[src/rtl/ram_wipe_ctrl.sv]
// RAM wipe controller and CPU/RAM bus arbiter.
// Zeroes every RAM word after reset or on request, then hands the bus back to the CPU.
module ram_wipe_ctrl #(
    parameter int unsigned ADDR_WIDTH = 15,
    parameter bit          AUTO_WIPE  = 1'b1
) (
    input  logic                  clk,
    input  logic                  reset_n,
    input  logic                  wipe_start,
    output logic                  busy,
    output logic                  done,
    input  logic                  cpu_cs,
    input  logic [3:0]            cpu_we,
    input  logic [ADDR_WIDTH-1:0] cpu_address,
    input  logic [31:0]           cpu_write_data,
    output logic [31:0]           cpu_read_data,
    output logic                  cpu_ready,
    output logic                  ram_cs,
    output logic [3:0]            ram_we,
    output logic [ADDR_WIDTH-1:0] ram_address,
    output logic [31:0]           ram_write_data,
    input  logic [31:0]           ram_read_data,
    input  logic                  ram_ready
);

    typedef enum logic [1:0] {
        IDLE   = 2'd0,
        WIPE   = 2'd1,
        FINISH = 2'd2
    } state_t;

    state_t                state;
    logic [ADDR_WIDTH-1:0] wipe_addr;
    logic                  done_reg;

    // Sequencer: wipe_addr only advances on an accepted RAM write.
    always_ff @(posedge clk) begin
        if (!reset_n) begin
            state     <= AUTO_WIPE ? WIPE : IDLE;
            wipe_addr <= '0;
            done_reg  <= 1'b0;
        end else begin
            case (state)
                IDLE: begin
                    if (wipe_start) begin
                        state     <= WIPE;
                        wipe_addr <= '0;
                        done_reg  <= 1'b0;
                    end
                end
                WIPE: begin
                    if (ram_ready) begin
                        if (wipe_addr == '1) begin
                            state <= FINISH;
                        end else begin
                            wipe_addr <= wipe_addr + ADDR_WIDTH'(1);
                        end
                    end
                end
                FINISH: begin
                    done_reg <= 1'b1;
                    state    <= IDLE;
                end
                default: state <= IDLE;
            endcase
        end
    end

    // Bus mux: CPU pass-through in IDLE, controller owns the RAM otherwise.
    always_comb begin
        ram_cs         = cpu_cs;
        ram_we         = cpu_we;
        ram_address    = cpu_address;
        ram_write_data = cpu_write_data;
        cpu_read_data  = ram_read_data;
        cpu_ready      = ram_ready;
        busy           = 1'b0;
        case (state)
            WIPE: begin
                ram_cs         = 1'b1;
                ram_we         = 4'hf;
                ram_address    = wipe_addr;
                ram_write_data = 32'h0;
                cpu_read_data  = 32'h0;
                cpu_ready      = 1'b0;
                busy           = 1'b1;
            end
            FINISH: begin
                ram_cs        = 1'b0;
                ram_we        = 4'h0;
                cpu_read_data = 32'h0;
                cpu_ready     = 1'b0;
                busy          = 1'b1;
            end
            default: ;
        endcase
    end

    assign done = done_reg;

endmodule

[config.mk]
export PLATFORM = sky130hd
export DESIGN_NAME = ram_wipe_ctrl
export DESIGN_NICKNAME = d
export VERILOG_FILES = /design/src/rtl/ram_wipe_ctrl.sv
export SDC_FILE = /design/constraint.sdc
export NUM_CORES = 1
export LEC_CHECK = 0
export ABC_AREA = 1
export CORE_UTILIZATION = 32
export DETAILED_ROUTE_END_ITERATION = 12
export PLACE_DENSITY = 0.8
export SYNTH_ARGS = -nofsm -noshare
export SYNTH_HDL_FRONTEND = slang
export SYNTH_SLANG_ARGS = --single-unit
[constraint.sdc]
create_clock -name clk -period 2.3 [get_ports clk]
set_input_delay 0.46 -clock clk [delete_from_list [all_inputs] [get_ports clk]]
set_output_delay 0.46 -clock clk [all_outputs]
set_load 0.02 [all_outputs]
## Yosys cells after proc, flatten, opt, wreduce, memory -nomap -nowiden

Cells that the tools add are included.

| word-level totals | value |
|---|---|
| flip-flop bits (word level) | 18 |
| input bits | 88 |

| operators by class | value |
|---|---|
| add/sub/neg operators | 1 |
| eq/ne operators | 7 |
| muxes and demuxes | 17 |
| reductions and logical operators | 7 |

Operator list:

| operator | count |
|---|---|
| 32-bit 2-to-1 mux | 2 |
| 15-bit 2-to-1 mux | 4 |
| 15-bit case mux with 2 select lines | 1 |
| 15-bit by 1-bit adder with 15-bit output, second input constant | 1 |
| 15-bit == test, second input constant | 1 |
| 2-bit != test, second input constant | 4 |
| 4-bit case mux with 2 select lines | 1 |
| 2-bit 2-to-1 mux | 3 |
| 1-bit case mux with 2 select lines | 2 |
| 2-bit case mux with 2 select lines | 1 |
| 4-bit AND reduction | 1 |
| 2-bit nonzero test | 2 |
| 1-bit 2-to-1 mux | 3 |
| 3-bit AND reduction | 1 |
| 2-bit by 1-bit == test with 1-bit output, second input constant | 1 |
| 2-bit == test, second input constant | 1 |
| 2-bit zero test | 1 |
| 2-bit AND reduction | 1 |
| 2-bit OR reduction | 1 |

## Depth between registers and ports, before layout

| logic depth | value |
|---|---|
| depth after elaboration | 4 |
| mapped depth | 12 |
| depth with buffers taken out | 11 |

## Worst setup path after synthesis

Ideal clock, no wire load.

| timing path | value |
|---|---|
| path type | reg-to-output |
| from | register state[0] |
| to | output cpu_read_data[21] |
| arrival time | 1.560 ns |
| setup slack | 0.280 ns |
| cell stages (with the launch flop) | 6 |
| path buffers | 2 |
| cell sequence | dfxtp_1 inv_1 ha_1 clkbuf_1 clkbuf_1 nor2_1 |

| between the ends | value |
|---|---|
| word-level cells in the longest chain between the ends | 3 |

Ends and longest elaborated chain:

| item | RTL line | text |
|---|---|---|
| start, declared | 32 | `state_t state;` |
| start signal, assigned | 39 | `state <= AUTO_WIPE ? WIPE : IDLE;` |
| 2-bit by 1-bit == test with 1-bit output or 2-bit == test (tied branches) | 78 | `case (state)` |
| 2-bit OR reduction (no line) * | - |  |
| 32-bit 2-to-1 mux * | 78 |  |
| end, declared | 16 | `output logic [31:0] cpu_read_data,` |

Mark *: on every way between the ends. The rest lies on a longest branch, timed or not.

## Final worst setup path

| timing path | value |
|---|---|
| from | register state[0] |
| to | output cpu_read_data[15] |

Same word-level chain as after synthesis.

==> impl_results.rst <==
.. list-table::
   :header-rows: 1

   * - Metric
     - Value
   * - Cell with the biggest individual delay on the critical path
     - sky130_fd_sc_hd__dfxtp_1
   * - Cell with the most instances after synthesis
     - sky130_fd_sc_hd__inv_1
   * - Maximum fanout count along the critical path
     - 25
   * - CTS H-Tree Depth
     - 1
   * - Family with the most delay on the worst path
     - buffers and inverters
   * - Vert. Die Dim
     - 80.50 um
   * - Average cell area after synthesis
     - 5.109 sq um
   * - Main synth FF type
     - sky130_fd_sc_hd__dfxtp_1
   * - Most common library cells after synthesis
     - sky130_fd_sc_hd__inv_1, sky130_fd_sc_hd__nor2_1, sky130_fd_sc_hd__nand2_1
   * - R2R depth
     - 10
   * - Area share of the leading cell type in the synthesized netlist
     - 18.46%
   * - CTS root buf
     - sky130_fd_sc_hd__clkbuf_8
   * - Per-cell routed wire length
     - 11.74 um
   * - Final routed DRC violation total
     - 0
   * - Site Rows
     - 28
   * - Nets in the synthesized netlist
     - 479
   * - Critical path class
     - register to output pin
   * - Global router's overall resource usage
     - 22.64%
   * - Gate count after technology mapping
     - 386
   * - Die X-Extent
     - 80.50 um
   * - Number of flops mapped to enable cells by yosys
     - 0
   * - Placed Instance Area
     - 3787 sq um
   * - Max-Cap Viols
     - 0
   * - Total via count in the routed design
     - 2,784
   * - Crit path cell chain
     - inv_1, ha_1, buf_4, nor2_1, clkdlybuf4s15_1
   * - Global route hottest layer
     - met2
   * - Final Wtd Congestion
     - 0.8800
   * - 1st-pass router iterations
     - 4
   * - Worst slew pin tran
     - 0.2868 ns
   * - Number of cells on the worst hold path
     - 2
   * - Count of synthesis-stage warnings from yosys
     - 0
   * - Sequential cell area fraction in the yosys report
     - 18.27%
   * - Detailed Place HPWL
     - 6.030 mm
   * - Die ar.
     - 6480 sq um
   * - Path category of the worst min-delay check
     - register to register
   * - Met1 GRT Util
     - 21.17%
   * - Antenna-violating nets left
     - 0
   * - Largest net degree at the start of global routing
     - 40
   * - Worst clock skew on the final layout
     - 0.003726 ns
   * - Area leader, netlist
     - sky130_fd_sc_hd__inv_1
   * - Final cell utilization of the core
     - 61.94%
   * - RSZ-0062 raised after global routing
     - false
   * - P&R area growth vs syn
     - 85.98%
   * - Result of the run
     - finished, final reports clean
   * - Number of hold buffers added after cts
     - 0
   * - Beginning of the worst hold path
     - done$_SDFFE_PN0P_
   * - Setup-violating endpoint count in the final report
     - 0
   * - Clock latency at the later pin of the worst-skew pair
     - 0.26 ns
   * - Overall power
     - 2862 uW
   * - Final critical-path share of the clock period
     - 95.44%
   * - Final Max Slew Viols
     - 0
   * - Clock Pin Slew Worst Setup and Hold Paths
     - 0.07 ns
   * - Placeable core region
     - 5921 sq um
   * - Highest ir drop seen on vdd
     - 0.5673 mV
   * - Number of DRC violations after detailed-routing iteration 0
     - 110
   * - Synth Register Bits
     - 18
   * - Power Density
     - 780.3 nW/um^2
   * - Levels on crit path
     - 5
   * - Sinks on the clock net
     - 18
   * - Global-route wire length before repair
     - 11.32 mm
   * - Leakage Power
     - 0.002234 uW
   * - Routed via count divided by cell count
     - 4.440
   * - Fraction of synthesis flops using an asynchronous set or reset pin
     - 0%
   * - Sum Neg Setup Slack
     - 0 ns
   * - Worst setup SP type
     - register
   * - Final antenna diode count
     - 0
   * - Worst hold slack across all endpoints
     - 0.4825 ns
   * - Max Freq
     - 0.4556 GHz
   * - Count of final hold-check violations
     - 0
   * - Design Area, Final
     - 3667 sq um
   * - Gr ovfl total
     - 0
   * - Final net count
     - 647
   * - Number of clock buffers inserted by TritonCTS
     - 3
   * - Tightest slew margin relative to the limit
     - 80.86%
   * - Critical path launch point
     - state[0]$_SDFFE_PN1P_
   * - WP buf/inv
     - 3
   * - Cell types with the largest area share after synthesis
     - sky130_fd_sc_hd__inv_1, sky130_fd_sc_hd__dfxtp_1, sky130_fd_sc_hd__nor2_1, sky130_fd_sc_hd__nand2_1, sky130_fd_sc_hd__nand3_1
   * - Boundary Pins
     - 175
   * - Final Critical Period
     - 2.195 ns
   * - TritonCTS clock tree
     - built
   * - Flip-flop count of the largest register, all copies and words added
     - 15
   * - Total wire length after detailed routing
     - 7.361 mm
   * - Arrival @ worst endpoint
     - 1.74 ns
   * - Data required, critical path
     - 1.84 ns
   * - Clock tree buffer depth
     - 2
   * - Post-synthesis instance area
     - 1972 sq um
   * - Port Buf Inserts
     - 174
   * - Starting Density
     - 33.31%
   * - Global-route track usage on met3
     - 7.955%
   * - Ratio of cells with drive above 1 in the final layout
     - 9.964%
   * - Distinct cells, synth
     - 25
   * - Global-route track usage on met2
     - 44.92%
   * - Setup crit end kind
     - output pin
   * - Number of antenna violations at the first check in global routing
     - 0
   * - R2R Path Start
     - state[1]$_SDFFE_PN0P_
   * - Largest stage delay on the critical path
     - 0.39 ns
   * - Vias in the first global route
     - 2,532
==> tightest hold or removal path, stage by stage, from the launching register on <==
cell and delay [ns]:
sky130_fd_sc_hd__dfxtp_1 0.31, sky130_fd_sc_hd__o21ai_0 0.06, sky130_fd_sc_hd__a21oi_1 0.06
==> where the power goes <==
group / switching, uW / total, uW / internal (uW)
Combinational: 1380 / 2210 / 833
Clock: 115 / 232 / 117
Sequential: 53.5 / 415 / 361
Total: 1550 / 2860 / 1310
==> layer usage <==
| metal | vias to the layer above | wire length, um |
|---|---|---|
| met4 | 0 | 104 |
| met2 | 102 | 4065 |
| met1 | 1221 | 2490 |
| met5 | - | 0 |
| li1 | 1451 | - |
| met3 | 10 | 700 |
==> area by class of cell <==
type / instances / area (sq um)
Inverter: 100 / 389.1
Timing Repair Buffer: 180 / 1648
Fill cell: 566 / 2253
Multi-Input combinational cell: 251 / 1135
Tap cell: 75 / 93.84
Sequential cell: 18 / 360.3
Clock buffer: 3 / 41.29
==> repair_timing <==
| action | 4_1_cts | 5_1_grt |
|---|---|---|
| buffers inserted | 0 | 0 |
| setup endpoints to repair | 72 | 58 |
| gates resized for setup | 72 | 95 |
| gates cloned | 0 | 0 |
==> cell families (layout without fill, tap and decap cells) <==
kind of cell	count (synthesis)	in the layout	synth area share, %
and+or+nand+nor	207	207	44.04
buffers and inverters	117	283	24.30
AOI/OAI and AO/OA	38	38	9.771
DFF	18	18	18.27
adders and majority gates	5	5	3.173
xor gates and xnor gates	1	1	0.4442
==> path summary, 6_finish.rpt <==
path,end,slack (ns)
max,cpu_read_data[15],0.10
min,done$_SDFFE_PN0P_,0.48
max reg2reg,wipe_addr[11]$_SDFFE_PN0P_,0.50
min reg2reg,done$_SDFFE_PN0P_,0.48
==> cell usage in the layout (no fill, tap or decap), types with 6 or more instances in the layout <==
cell type,count
sky130_fd_sc_hd__clkdlybuf4s50_1,88
sky130_fd_sc_hd__a21oi_1,13
sky130_fd_sc_hd__inv_1,97
sky130_fd_sc_hd__dlygate4sd2_1,34
sky130_fd_sc_hd__o21ai_0,23
sky130_fd_sc_hd__clkdlybuf4s15_1,6
sky130_fd_sc_hd__dlymetal6s2s_1,14
sky130_fd_sc_hd__nand3_1,23
sky130_fd_sc_hd__dfxtp_1,18
sky130_fd_sc_hd__nor2_1,95
sky130_fd_sc_hd__nand2_1,75
sky130_fd_sc_hd__clkbuf_2,31
==> per-stage QoR <==
| step | instances | setup WS [ns] |
|---|---|---|
| global placement | 624 | 0.08433 |
| floorplan | 386 | 0.2798 |
| CTS | 627 | 0.0001491 |
| finish | 627 | 0.1049 |
| detailed placement | 624 | 0.02550 |
| global route | 627 | 0.0003734 |
No activity file was read; power rests on OpenSTA's default activity.
